--- src/rtl/conv_window_ctrl_if.sv ---
// Pixel-side and window-side handshake bundle between the line-buffer bank,
// the window controller and the MAC array.
interface conv_window_ctrl_if #(
    parameter int unsigned DATA_RES     = 8,
    parameter int unsigned KERNEL_WIDTH = 3,
    parameter int unsigned NUM_LINES    = 4
);
    localparam int unsigned ADDR_W = 5;
    localparam int unsigned ROW_W  = KERNEL_WIDTH * DATA_RES;

    logic                                pixel_valid_i;
    logic                                pixel_ready_o;
    logic [NUM_LINES-1:0]                line_wr_o;
    logic [ADDR_W-1:0]                   read_address_o;
    logic [NUM_LINES*ROW_W-1:0]          line_pixels_i;
    logic [KERNEL_WIDTH*ROW_W-1:0]       window_o;
    logic                                window_valid_o;
    logic                                window_ready_i;

    // Controller side
    modport master (
        input  pixel_valid_i, line_pixels_i, window_ready_i,
        output pixel_ready_o, line_wr_o, read_address_o, window_o, window_valid_o
    );

    // Source / buffer bank / sink side
    modport slave (
        output pixel_valid_i, line_pixels_i, window_ready_i,
        input  pixel_ready_o, line_wr_o, read_address_o, window_o, window_valid_o
    );
endinterface

--- src/rtl/conv_window_ctrl.sv ---
// Line-buffer bank controller: round-robin line writes, KxK window assembly.
// Optional frame flush (frame_done_o, per-frame reset of line state) under CONV_WIN_FRAME_FLUSH_EN.
module conv_window_ctrl #(
    parameter int unsigned DATA_RES       = 8,
    parameter int unsigned KERNEL_WIDTH   = 3,
    parameter int unsigned NUM_LINES      = 4,
    parameter int unsigned MAX_LINE_WIDTH = 32
) (
    input  logic                              clk_i,
    input  logic                              resetn_i,
    input  logic [$clog2(MAX_LINE_WIDTH)-1:0] image_dimension,
`ifdef CONV_WIN_FRAME_FLUSH_EN
    output logic                              frame_done_o,
`endif
    conv_window_ctrl_if.master                bus
);
    localparam int unsigned DIM_W  = $clog2(MAX_LINE_WIDTH);
    localparam int unsigned LINE_W = (NUM_LINES > 1) ? $clog2(NUM_LINES) : 1;
    localparam int unsigned FULL_W = $clog2(NUM_LINES + 1);
    localparam int unsigned ADDR_W = 5;
    localparam int unsigned ROW_W  = KERNEL_WIDTH * DATA_RES;

    typedef enum logic [1:0] {ST_FILL, ST_READ, ST_FLUSH} state_e;

    state_e              r_state;
    state_e              w_next_state;
    logic [ADDR_W-1:0]   r_read_address;
    logic [ADDR_W-1:0]   w_next_addr;
    logic [DIM_W-1:0]    r_wr_col;
    logic [LINE_W-1:0]   r_wr_line;
    logic [LINE_W-1:0]   r_rd_line;
    logic [FULL_W-1:0]   r_lines_full;
    logic [FULL_W-1:0]   w_lines_full_nxt;

    logic                w_pixel_ready;
    logic                w_accept;
    logic                w_line_done;
    logic                w_set_done;
    logic                w_flush;
    logic                w_kw_fit;
    logic [DIM_W-1:0]    w_last_col;
    logic [DIM_W-1:0]    w_last_start;
    logic [ADDR_W-1:0]   w_last_addr;
    int unsigned         w_row_line;

    function automatic logic [LINE_W-1:0] f_next_line(input logic [LINE_W-1:0] line);
        return (line == LINE_W'(NUM_LINES - 1)) ? '0 : line + LINE_W'(1);
    endfunction

    assign w_last_col   = image_dimension - DIM_W'(1);
    assign w_last_start = image_dimension - DIM_W'(KERNEL_WIDTH);
    assign w_last_addr  = ADDR_W'(w_last_start);
    assign w_kw_fit     = (image_dimension >= DIM_W'(KERNEL_WIDTH));

`ifdef CONV_WIN_FRAME_FLUSH_EN
    logic [DIM_W-1:0] r_set_cnt;
    logic [DIM_W-1:0] r_wr_rows;

    // Once a whole frame is written, hold input off until the flush cycle
    assign w_pixel_ready = (r_lines_full != FULL_W'(NUM_LINES)) &&
                           (r_wr_rows != image_dimension) && (r_state != ST_FLUSH);
    assign frame_done_o  = (r_state == ST_FLUSH);
`else
    assign w_pixel_ready = (r_lines_full != FULL_W'(NUM_LINES));
`endif

    // Reset also blanks the line write strobe in the same cycle
    assign w_accept    = bus.pixel_valid_i & w_pixel_ready & resetn_i;
    assign w_line_done = w_accept && (r_wr_col == w_last_col);

    assign bus.pixel_ready_o  = w_pixel_ready;
    assign bus.line_wr_o      = w_accept ? (NUM_LINES'(1) << r_wr_line) : '0;
    assign bus.read_address_o = r_read_address;
    assign bus.window_valid_o = (r_state == ST_READ);

    // Row r of the window comes from the r-th oldest line; oldest row lands in the MSBs
    always_comb begin
        bus.window_o = '0;
        w_row_line   = 0;
        for (int unsigned r = 0; r < KERNEL_WIDTH; r++) begin
            w_row_line = (32'(r_rd_line) + r) % NUM_LINES;
            bus.window_o[(KERNEL_WIDTH-1-r)*ROW_W +: ROW_W] =
                bus.line_pixels_i[w_row_line*ROW_W +: ROW_W];
        end
    end

    always_comb begin
        w_next_state     = r_state;
        w_next_addr      = r_read_address;
        w_flush          = 1'b0;
        w_set_done       = (r_state == ST_READ) && bus.window_ready_i &&
                           (r_read_address == w_last_addr);
        w_lines_full_nxt = FULL_W'(r_lines_full + FULL_W'(w_line_done) - FULL_W'(w_set_done));

        case (r_state)
            ST_FILL: begin
                if (w_kw_fit && (r_lines_full >= FULL_W'(KERNEL_WIDTH))) begin
                    w_next_state = ST_READ;
                    w_next_addr  = '0;
                end
            end
            ST_READ: begin
                if (bus.window_ready_i) begin
                    if (w_set_done) begin
                        w_next_addr = '0;
`ifdef CONV_WIN_FRAME_FLUSH_EN
                        if (r_set_cnt == w_last_start) w_next_state = ST_FLUSH;
                        else
`endif
                        if (w_lines_full_nxt >= FULL_W'(KERNEL_WIDTH)) w_next_state = ST_READ;
                        else                                           w_next_state = ST_FILL;
                    end else begin
                        w_next_addr = r_read_address + ADDR_W'(1);
                    end
                end
            end
            ST_FLUSH: begin
                w_flush      = 1'b1;
                w_next_state = ST_FILL;
            end
            default: w_next_state = ST_FILL;
        endcase
    end

    always_ff @(posedge clk_i or negedge resetn_i) begin
        if (!resetn_i) begin
            r_state        <= ST_FILL;
            r_read_address <= '0;
        end else begin
            r_state        <= w_next_state;
            r_read_address <= w_next_addr;
        end
    end

    // Write pointer, read pointer and bank occupancy
    always_ff @(posedge clk_i or negedge resetn_i) begin
        if (!resetn_i) begin
            r_wr_col     <= '0;
            r_wr_line    <= '0;
            r_rd_line    <= '0;
            r_lines_full <= '0;
        end else if (w_flush) begin
            r_wr_col     <= '0;
            r_wr_line    <= '0;
            r_rd_line    <= '0;
            r_lines_full <= '0;
        end else begin
            if (w_accept) r_wr_col <= w_line_done ? '0 : r_wr_col + DIM_W'(1);
            if (w_line_done) r_wr_line <= f_next_line(r_wr_line);
            if (w_set_done) r_rd_line <= f_next_line(r_rd_line);
            r_lines_full <= w_lines_full_nxt;
        end
    end

`ifdef CONV_WIN_FRAME_FLUSH_EN
    // Per-frame row-set and written-row counters
    always_ff @(posedge clk_i or negedge resetn_i) begin
        if (!resetn_i) begin
            r_set_cnt <= '0;
            r_wr_rows <= '0;
        end else if (w_flush) begin
            r_set_cnt <= '0;
            r_wr_rows <= '0;
        end else begin
            if (w_set_done)  r_set_cnt <= r_set_cnt + DIM_W'(1);
            if (w_line_done) r_wr_rows <= r_wr_rows + DIM_W'(1);
        end
    end
`endif
endmodule

--- src/flat_wrapper.sv ---
// flat-port wrapper written by rule: the top's interface ports become plain ports
module conv_window_ctrl_flat 
#(
    parameter int unsigned DATA_RES       = 8,
    parameter int unsigned KERNEL_WIDTH   = 3,
    parameter int unsigned NUM_LINES      = 4,
    parameter int unsigned MAX_LINE_WIDTH = 32
)
  (clk_i, resetn_i, image_dimension, bus_pixel_valid_i, bus_line_pixels_i, bus_window_ready_i, bus_pixel_ready_o, bus_line_wr_o, bus_read_address_o, bus_window_o, bus_window_valid_o);
  conv_window_ctrl_if #(.DATA_RES(DATA_RES), .KERNEL_WIDTH(KERNEL_WIDTH), .NUM_LINES(NUM_LINES)) bus_i ();
  input  logic clk_i;
  input  logic resetn_i;
  input  logic [$clog2(MAX_LINE_WIDTH)-1:0] image_dimension;
  input wire logic [$bits(bus_i.pixel_valid_i)-1:0] bus_pixel_valid_i;
  input wire logic [$bits(bus_i.line_pixels_i)-1:0] bus_line_pixels_i;
  input wire logic [$bits(bus_i.window_ready_i)-1:0] bus_window_ready_i;
  output wire logic [$bits(bus_i.pixel_ready_o)-1:0] bus_pixel_ready_o;
  output wire logic [$bits(bus_i.line_wr_o)-1:0] bus_line_wr_o;
  output wire logic [$bits(bus_i.read_address_o)-1:0] bus_read_address_o;
  output wire logic [$bits(bus_i.window_o)-1:0] bus_window_o;
  output wire logic [$bits(bus_i.window_valid_o)-1:0] bus_window_valid_o;
  assign bus_i.pixel_valid_i = bus_pixel_valid_i;
  assign bus_i.line_pixels_i = bus_line_pixels_i;
  assign bus_i.window_ready_i = bus_window_ready_i;
  assign bus_pixel_ready_o = bus_i.pixel_ready_o;
  assign bus_line_wr_o = bus_i.line_wr_o;
  assign bus_read_address_o = bus_i.read_address_o;
  assign bus_window_o = bus_i.window_o;
  assign bus_window_valid_o = bus_i.window_valid_o;
  conv_window_ctrl #(.DATA_RES(DATA_RES), .KERNEL_WIDTH(KERNEL_WIDTH), .NUM_LINES(NUM_LINES), .MAX_LINE_WIDTH(MAX_LINE_WIDTH)) u_core (.clk_i(clk_i), .resetn_i(resetn_i), .image_dimension(image_dimension), .bus(bus_i));
endmodule
--- config.mk ---
export PLATFORM = sky130hd
export DESIGN_NAME = conv_window_ctrl_flat
export DESIGN_NICKNAME = d
export VERILOG_FILES = /design/src/rtl/conv_window_ctrl_if.sv /design/src/rtl/conv_window_ctrl.sv /design/src/flat_wrapper.sv
export SDC_FILE = /design/constraint.sdc
export NUM_CORES = 1
export LEC_CHECK = 0
export CAP_MARGIN = 25
export CORE_MARGIN = 4
export CORE_UTILIZATION = 41
export CTS_CLUSTER_SIZE = 8
export DETAILED_ROUTE_END_ITERATION = 10
export HOLD_SLACK_MARGIN = 0.02
export PLACE_DENSITY = 0.93
export SLEW_MARGIN = 20
export SYNTH_ARGS = -nofsm -noshare
export SYNTH_HDL_FRONTEND = slang
export SYNTH_SLANG_ARGS = --single-unit
--- constraint.sdc ---
create_clock -name clk_i -period 3.55 [get_ports clk_i]
set_input_delay 0.71 -clock clk_i [delete_from_list [all_inputs] [get_ports clk_i]]
set_output_delay 0.71 -clock clk_i [all_outputs]
set_load 0.1 [all_outputs]
# Yosys cells after proc, flatten, opt, wreduce, memory -nomap -nowiden
# Index checks and enable logic that the tools add are counted.
# totals
word_cells	70
output_inout_bits	83
reg_bits	19
# op_classes
eq_ne	10
addsub	10
n_reduce_logical	11
n_lt_le_gt_ge	3
multipliers	3
bitwise	2
n_shift	4
mux	21
# op_table
operator	n
$shiftx 96x33->24	3
$mux 5	6
$mux 2	9
$mul 2x2->4 const B	3
$add 5x1->5 const B	2
$eq 5x5->1	2
$pmux 5 s2	1
$reduce_bool 2->1	4
$add 2x1->2 const B	3
$eq 2x2->1 const B	3
$ge 3x2->1 const B	2
$reduce_and 3->1	2
$ge 5x2->1 const B	1
$sub 5x1->5 const B	1
$sub 5x2->5 const B	1
$logic_and 1x1->1	4
$mux 4	1
$ne 2x1->1 const B	2
$pmux 2 s2	1
$shl 1x2->4 const A	1
$add 3x1->3	1
$mux 3	1
$ne 3x3->1 const B	1
$sub 3x1->3	1
other kinds (6)	8

# Depth between registers and ports, before layout
# logic_depth
word_depth	11
mapped_depth	15

# Worst setup path after synthesis
# OpenSTA, ideal clock, no wires.
# synth_path
path_type	input-to-reg
start	in image_dimension[0]
end	reg u_core.r_state[0]
path_stages	15
setup_time_ns	0.122
t_required_ns	3.428
arrival_time_ns	3.131
setup_slack_ns	0.297
path_cell_list	buf_2 -> inv_1 -> ha_1 -> xor2_1 -> nor3_1 -> nand4_2 -> inv_1 -> ha_1 -> inv_1 -> ha_1 -> fa_1 -> xor2_1 -> a21oi_1 -> nor2b_1 -> o22a_1
# synth_between
word_cells_on_any_way	18
cone_classes	add/sub (4); order compare (2); eq/ne (4); mux (4); reduce/logical (4)
# synth_rtl
item	line	text
from (decl)	flat_wrapper.sv:13	input logic [$clog2(MAX_LINE_WIDTH)-1:0] image_dimension;
$sub 5x2->5	conv_window_ctrl.sv:51	assign w_last_start = image_dimension - DIM_W'(KERNEL_WIDTH);
$eq 5x5->1	conv_window_ctrl.sv:92	(r_read_address == w_last_addr);
$logic_and 1x1->1	conv_window_ctrl.sv:91	w_set_done = (r_state == ST_READ) && bus.window_ready_i &&
net u_core.w_set_done	conv_window_ctrl.sv:38	logic w_set_done;
$sub 3x1->3	conv_window_ctrl.sv:93	w_lines_full_nxt = FULL_W'(r_lines_full + FULL_W'(w_line_done) - FULL_W'(w_set_done));
net u_core.w_lines_full_nxt[2]	conv_window_ctrl.sv:33	logic [FULL_W-1:0] w_lines_full_nxt;
$ge 3x2->1	conv_window_ctrl.sv:110	if (w_lines_full_nxt >= FULL_W'(KERNEL_WIDTH)) w_next_state = ST_READ;
$mux 1	conv_window_ctrl.sv:110	
$mux 2	conv_window_ctrl.sv:104	if (w_set_done) begin
$mux 2	conv_window_ctrl.sv:103	if (bus.window_ready_i) begin
$pmux 2 s2	conv_window_ctrl.sv:95	case (r_state)
to (signal assigned)	conv_window_ctrl.sv:130	r_state <= w_next_state;
to (decl)	conv_window_ctrl.sv:25	state_e r_state;
# The timed path passes the listed nets, and every way through them passes these cells. The select of a mux whose other input is x is not followed.
# A chain may end at the register's enable or synchronous reset.

# Worst setup path in the final report
# Ends and elaborated chain as after synthesis.

==> results.md <==
* Status: completed
* Seq/Total Area, Yosys at roughly 15%
* Die area at 8680 sq um
* Seq cells post-synth at 18
* Hold crit path type: flop to flop
* Crit. path cell count at 15
* Dpl ws at -0.0597 ns
* CORE AREA at roughly 6900 sq um
* Max cap viols at 0
* Routed Antenna Nets at 0
* Worst-path cell chain: clkdlybuf4s50_1 > inv_1 > ha_1 > xor2_1 > nor3_2 > nand4_2 > inv_1 > ha_1 > inv_1 > ha_1 > fa_1 > xor2_1 > a21oi_1 > nor2b_1 > o22a_1
* CP required at 3.69 ns
* GR Overflow Total at 0
* Slew at the pin with the worst max-slew slack at roughly 1 ns
* Vias post-DR at about 2,900
* Clk sinks at 18
* Chip height at 93.2 um
* Fin Hold WS at between 0.5 and 0.6 ns
* Avg Inst Size Synth at approximately 14 sq um
* Reg clk slew, reported paths at about 0.070 ns
* Routed WL per cell at between 20 and 25 um
* Hold Violations, Final at 0
* Chip Width at 93.2 um
* Worst hold stages at 2
* Startpoint class of the critical path: input port
* Via density at 5.93
* Achievable Freq at between 300 and 400 MHz
* Netlist Area Pre-Place at 2970 sq um
* Number of global-route vias before repair at between 3,000 and 4,000
* RSZ-0062 raised after global routing: no
* Crit-path slowest cell: clkdlybuf4s50_1
* Critical-path maximum fanout at 3
* CTS root buf: clkbuf_8
* Ant. Diodes at 0
* Prevailing post-synth register cell: dfrtp_1
* Clock buffer depth at 2
* Final period util at between 90 and 100%
* Total CTS buffers at 3
* Fill cells at between 400 and 500
* Family with the most delay on the worst path: adder cells
* First-pass GRT wire length at ~18,000 um
* Gate Count Post-Synth at between 200 and 250
* CP endpoint kind: flop
* Post-DP HPWL at 9410 um
* Yosys warnings at 0
* Final max-slew violation count at 0
* Final setup vio count at 0
* 1st-iter DRT viols at 175
* Commonest non-fill, non-tap cell in the layout: clkdlybuf4s50_1
* Worst hold start: u_core.r_wr_col[4]
* FFs w/ async S/R, synth at 100%
* Largest net degree at the start of global routing at 75
* Clk_skew at between 0.003 and 0.004 ns
* Worst reg-to-reg path cell count at 12
* Total routed wirelength at between 10,000 and 15,000 um
* NumNets Final at between 500 and 600
* CP startpoint: image_dimension[0]
* Port Buffer Count at ~190
* RePlAce Congestion at around 0.87
* Launching point of the worst reg2reg path: u_core.bus.read_address_o[3]
* Starting Density at a little over two fifths
* Final Critical Period at 3.31 ns
* GR Util All Layers at between 20% and 30%
* Final worst slack at approximately 0.24 ns
* CTS tree: built
* Worst relative slew slack at 34.8%
* Initial antenna violation count at 0
* I/O Pins at about 190
* Clk Latency, worst-skew pair at ~0.25 ns
* Post-CTS setup buffers at 0
* FP Rows at 30
* Number of distinct library cells after synthesis at 33
* H-Tree Depth at 1
* Critical path class: input port to flop
* CP max stage delay at around 0.51 ns
* DRT Pass-1 Iters at 4
* Synthesized Nets at about 330
* Post-synth EDFFs at 0
* Crit path DAT at between 3 and 4 ns
* Layout cells sized above 1 at between 40% and 50%
* Area Growth Syn to Fin at 72.7%
* Buf+Inv Stages, Crit Path at 4
* Leading cell types in the layout, fill and taps excluded: clkdlybuf4s50_1, mux4_2, buf_4
* Post-route DRC violation count at 0
-- cell usage after synthesis, types with 2 or more instances --
cell type,count,area share [%]
nor2_1,7,0.88
inv_1,14,1.8
nand3_1,5,0.84
nor3_1,5,0.84
xnor2_1,14,4.1
nand2_1,5,0.63
and2_1,5,1.1
mux2_2,2,0.76
dfrtp_1,18,15
ha_1,12,5.0
o21ai_0,6,1.0
buf_2,17,2.9
mux2_4,2,1.0
xor2_1,6,1.8
a21oi_1,4,0.67
a32o_1,4,1.3
mux4_2,72,55
buf_6,2,0.76
-- cell type report --
cell class | instances | area (sq um) | share of cell area [%]
clock buffers | 4 | 45.0 | 0.877
well taps | 96 | 120 | 2.34
inverters | 14 | 52.6 | 1.02
flip-flops and latches | 18 | 455 | 8.87
multi-input cells | 163 | 2360 | 46.0
repair buffers | 196 | 2100 | 40.9
-- cell families after synthesis --
group	Yosys count	synth area share, %
muxes	76	56.3
and+or+nand+nor	34	6.23
DFF	18	15.1
buffers and inverters	34	5.64
xor gates and xnor gates	20	5.89
AOI/OAI and AO/OA	20	5.09
adders and majority gates	13	5.72
-- layer usage --
layer,GRT usage (%),share of wire [%]
met2,47.2,53
met5,0,0
met4,7.69,3.4
met1,30.2,33
met3,6.11,11
-- final timing paths --
path	to	slack, ns
worst min-delay path	u_core.r_wr_col[4]	0.59
worst min register to register	u_core.r_wr_col[4]	0.59
min in group asynchronous	u_core.r_wr_col[4]	0.81
max in group asynchronous	u_core.r_rd_line[0]	2.52
worst max-delay path	u_core.r_state[0]	0.24
worst max register to register	u_core.r_state[0]	1.06
-- worst register-to-register path: cells and delay by family, from the launching register on --
kind,cells,cell delay (ns)
fa+ha+maj,3,0.84
xor+xnor,3,0.55
flops,1,0.44
compound gates,2,0.30
simple gates,2,0.16
buf+inv,2,0.09
-- state kept, by name, summed over array words and instances, names as in the netlist --
signal / cells
u_core.r_wr_col: 5
u_core.r_rd_line: 2
u_core.r_wr_line: 2
u_core.r_state: 1
u_core.r_lines_full: 3
u_core.bus.read_address_o: 5
-- metrics by stage --
| stage | instance area, sq um | setup TNS (ns) | util (%) | cells |
|---|---|---|---|---|
| 2_1_floorplan | 2970 | 0 | - | 215 |
| 3_3_place_gp | 5090 | 0 | 73.6 | 487 |
| 3_5_place_dp | 5090 | -0.0597 | 73.6 | 487 |
| 4_1_cts | 5130 | 0 | 74.3 | 491 |
| 5_1_grt | 5140 | 0 | 74.4 | 491 |
| 6_report | 5140 | 0 | 74.4 | 491 |
-- timing repair --
action	4_1_cts	5_1_grt
resized for setup	0	1
hold endpoints to repair	0	0
hold buffers	0	0
setup endpoints to repair	0	1
Power is not shown: default switching activity piles up to over one toggle a cycle in this logic, so the estimate is an artifact.
==> RTL edit, RTL diff (same settings) <==
`MAX_LINE_WIDTH` is set to 32 in 2 places; all go to 128.
--- a/src/rtl/conv_window_ctrl.sv
+++ b/src/rtl/conv_window_ctrl.sv
@@ -4,7 +4,7 @@
     parameter int unsigned DATA_RES       = 8,
     parameter int unsigned KERNEL_WIDTH   = 3,
     parameter int unsigned NUM_LINES      = 4,
-    parameter int unsigned MAX_LINE_WIDTH = 32
+    parameter int unsigned MAX_LINE_WIDTH = 128
 ) (
     input  logic                              clk_i,
     input  logic                              resetn_i,
--- a/src/flat_wrapper.sv
+++ b/src/flat_wrapper.sv
@@ -4,7 +4,7 @@
     parameter int unsigned DATA_RES       = 8,
     parameter int unsigned KERNEL_WIDTH   = 3,
     parameter int unsigned NUM_LINES      = 4,
-    parameter int unsigned MAX_LINE_WIDTH = 32
+    parameter int unsigned MAX_LINE_WIDTH = 128
 )
   (clk_i, resetn_i, image_dimension, bus_pixel_valid_i, bus_line_pixels_i, bus_window_ready_i, bus_pixel_ready_o, bus_line_wr_o, bus_read_address_o, bus_window_o, bus_window_valid_o);
   conv_window_ctrl_if #(.DATA_RES(DATA_RES), .KERNEL_WIDTH(KERNEL_WIDTH), .NUM_LINES(NUM_LINES)) bus_i ();
Ports: changed (resized image_dimension); port bits go from 188 to 190. The function was not compared with the original's and may differ.
==> RTL edit against the unedited design <==
Critical path depth is 3 lower. Sequential cell count is 2 higher. Synthesized area is 5.9% higher. Register-to-register slack worse by 410 ps. Wire length is 12% higher. Clock skew is 2.7 ps lower. Worst setup slack worse by 140 ps. First-iteration DRC count is 32% lower. Final area is 6.4% higher. Non-clock buffer count is 10 higher. Critical endpoint unchanged.
Power is left out: the tool's default activity adds up to more than one toggle a clock period on the data nets, which glitch-free logic cannot reach.
==> RTL edit: results (changes against the unedited design) <==
Initial DRC Count 119 (was 175); HP Start u_core.r_wr_col[6] (was u_core.r_wr_col[4]); initial antenna violation count 0 (unchanged); share of cells above drive strength 1 0.460 (was 0.443); PortBufs 189 (was 187); Ys Warns 0 (unchanged); clock-pin transition on the worst setup and hold timing paths around 80 ps; ys async rst share 1.00 (unchanged); pin count of the biggest net entering global routing 75 (unchanged); CTS Root Cell clkbuf_8 (unchanged); Critical Path Fanout Max 9 (was 3); Reg with most FFs u_core.r_wr_col; later-pin clock latency in the skew report 270 ps (was 250 ps); Synth top cells by count 72 x mux4_2, 20 x dfrtp_1, 13 x inv_1 (was 72 x mux4_2, 18 x dfrtp_1, 17 x buf_2); fillers 494 (was 456); max reg flops 7; run status complete, no violations (unchanged); Total GRT Usage 0.267 (was 0.259); via/cell ratio 6.10 (was 5.93); Synth Area in Compound Gates 0.0465 (was 0.0509); crit path DAT 3560 ps (was 3450 ps); gpl congestion 0.864 (was 0.873); xor/xnor share of the synthesized area 0.0612 (was 0.0589); nets 549 (was 514); Top FF cell, synth dfrtp_1 (unchanged); n_diodes 0 (unchanged); multiplexer share of the synthesized area 0.531 (was 0.563); Yosys cell types 44 (was 33); worst clock skew 1.12 ps (was 3.78 ps); first-pass GRT wire length 18500 um (was 17500 um); adder-cell area share of the yosys netlist 0.0540 (was 0.0572); FF-to-FF Start u_core.bus.read_address_o[2] (was u_core.bus.read_address_o[3]); buffer levels on the longest clock path 2 (unchanged); wire per inst 24.0 um (was 23.1 um); H-tree Lvls 1 (unchanged); Seq/Total Area, Yosys 0.159 (was 0.151); critical path launch point image_dimension[2] (was image_dimension[0]); DRT Pass-1 Iters 4 (unchanged); CTS Buf Count 3 (unchanged); dominant cells by area after synthesis mux4_2 51%, dfrtp_1 16%, ha_1 4.8% (was mux4_2 55%, dfrtp_1 15%, ha_1 5.0%); vias in the first global route 3380 (was 3093); min-delay worst type flop to flop (unchanged); Post-Syn Nets 360 (was 333); HPWL after DPL 10200 um (was 9410 um); Worst-Margin Slew 976 ps (was 974 ps)
## RTL edit: timing repair
item | in CTS | in global routing
gates resized for setup | 4 | 8
endpoints found under the hold margin | 0 | 0
endpoints found under the setup margin | 1 | 1
buffers inserted | 0 | 0
pin swaps | 1 | 2
## RTL edit: path summary, 6_finish.rpt
check                                                     to  slack (ps)  cells after the start
worst max-delay path                       u_core.r_state[0]         100                     12
worst min-delay path                      u_core.r_wr_col[6]         580                      2
worst max register to register             u_core.r_state[0]         650                     11
worst min register to register            u_core.r_wr_col[6]         580                      2
max in group asynchronous                u_core.r_rd_line[0]        2510                      2
min in group asynchronous       u_core.bus.read_address_o[1]         800                      2
## RTL edit: metrics by stage
step | cell area (um^2) | std cells | setup TNS, ps | util | worst slack, ps
floorplan | 3150 | 240 | 0 | - | 18.8
global placement | 5360 | 523 | -164 | 0.727 | -164
detailed placement | 5360 | 523 | -283 | 0.727 | -283
CTS | 5420 | 527 | 0 | 0.736 | 4.40
global route | 5470 | 527 | -42.8 | 0.742 | -42.8
finish | 5470 | 527 | 0 | 0.742 | 103
## RTL edit: final cells by class
type,count,share of cell area
tap,99,0.0227
sequential,20,0.0925
clock buffer,4,0.0101
multi-input combinational,185,0.467
inverter,13,0.00893
timing repair buffer,206,0.398
## RTL edit: routing by layer
metal	GRT usage	up-vias	wire, um
li1	-	1371	-
met1	0.294	1626	4120
met2	0.497	175	6660
met3	0.0647	42	1290
met5	0	-	0
met4	0.0924	0	589
## RTL edit: cell families (layout without fill, tap and decap cells)
logic type | Yosys count | after routing
multiplexers | 76 | 76
AND/OR/NAND/NOR | 52 | 52
buffers and inverters | 35 | 223
XOR/XNOR | 22 | 22
adder cells (fa/ha/maj) | 13 | 13
AO/OA/AOI/OAI | 22 | 22
flip-flops | 20 | 20
## RTL edit: critical path: stages
cell             delay, ps
clkdlybuf4s50_1        430
buf_4                  170
a21oi_1                290
xnor2_1                130
or4_4                  450
nor2_4                 110
ha_1                   240
inv_1                   70
ha_2                   180
fa_2                   450
a211oi_2               230
o22ai_2                100
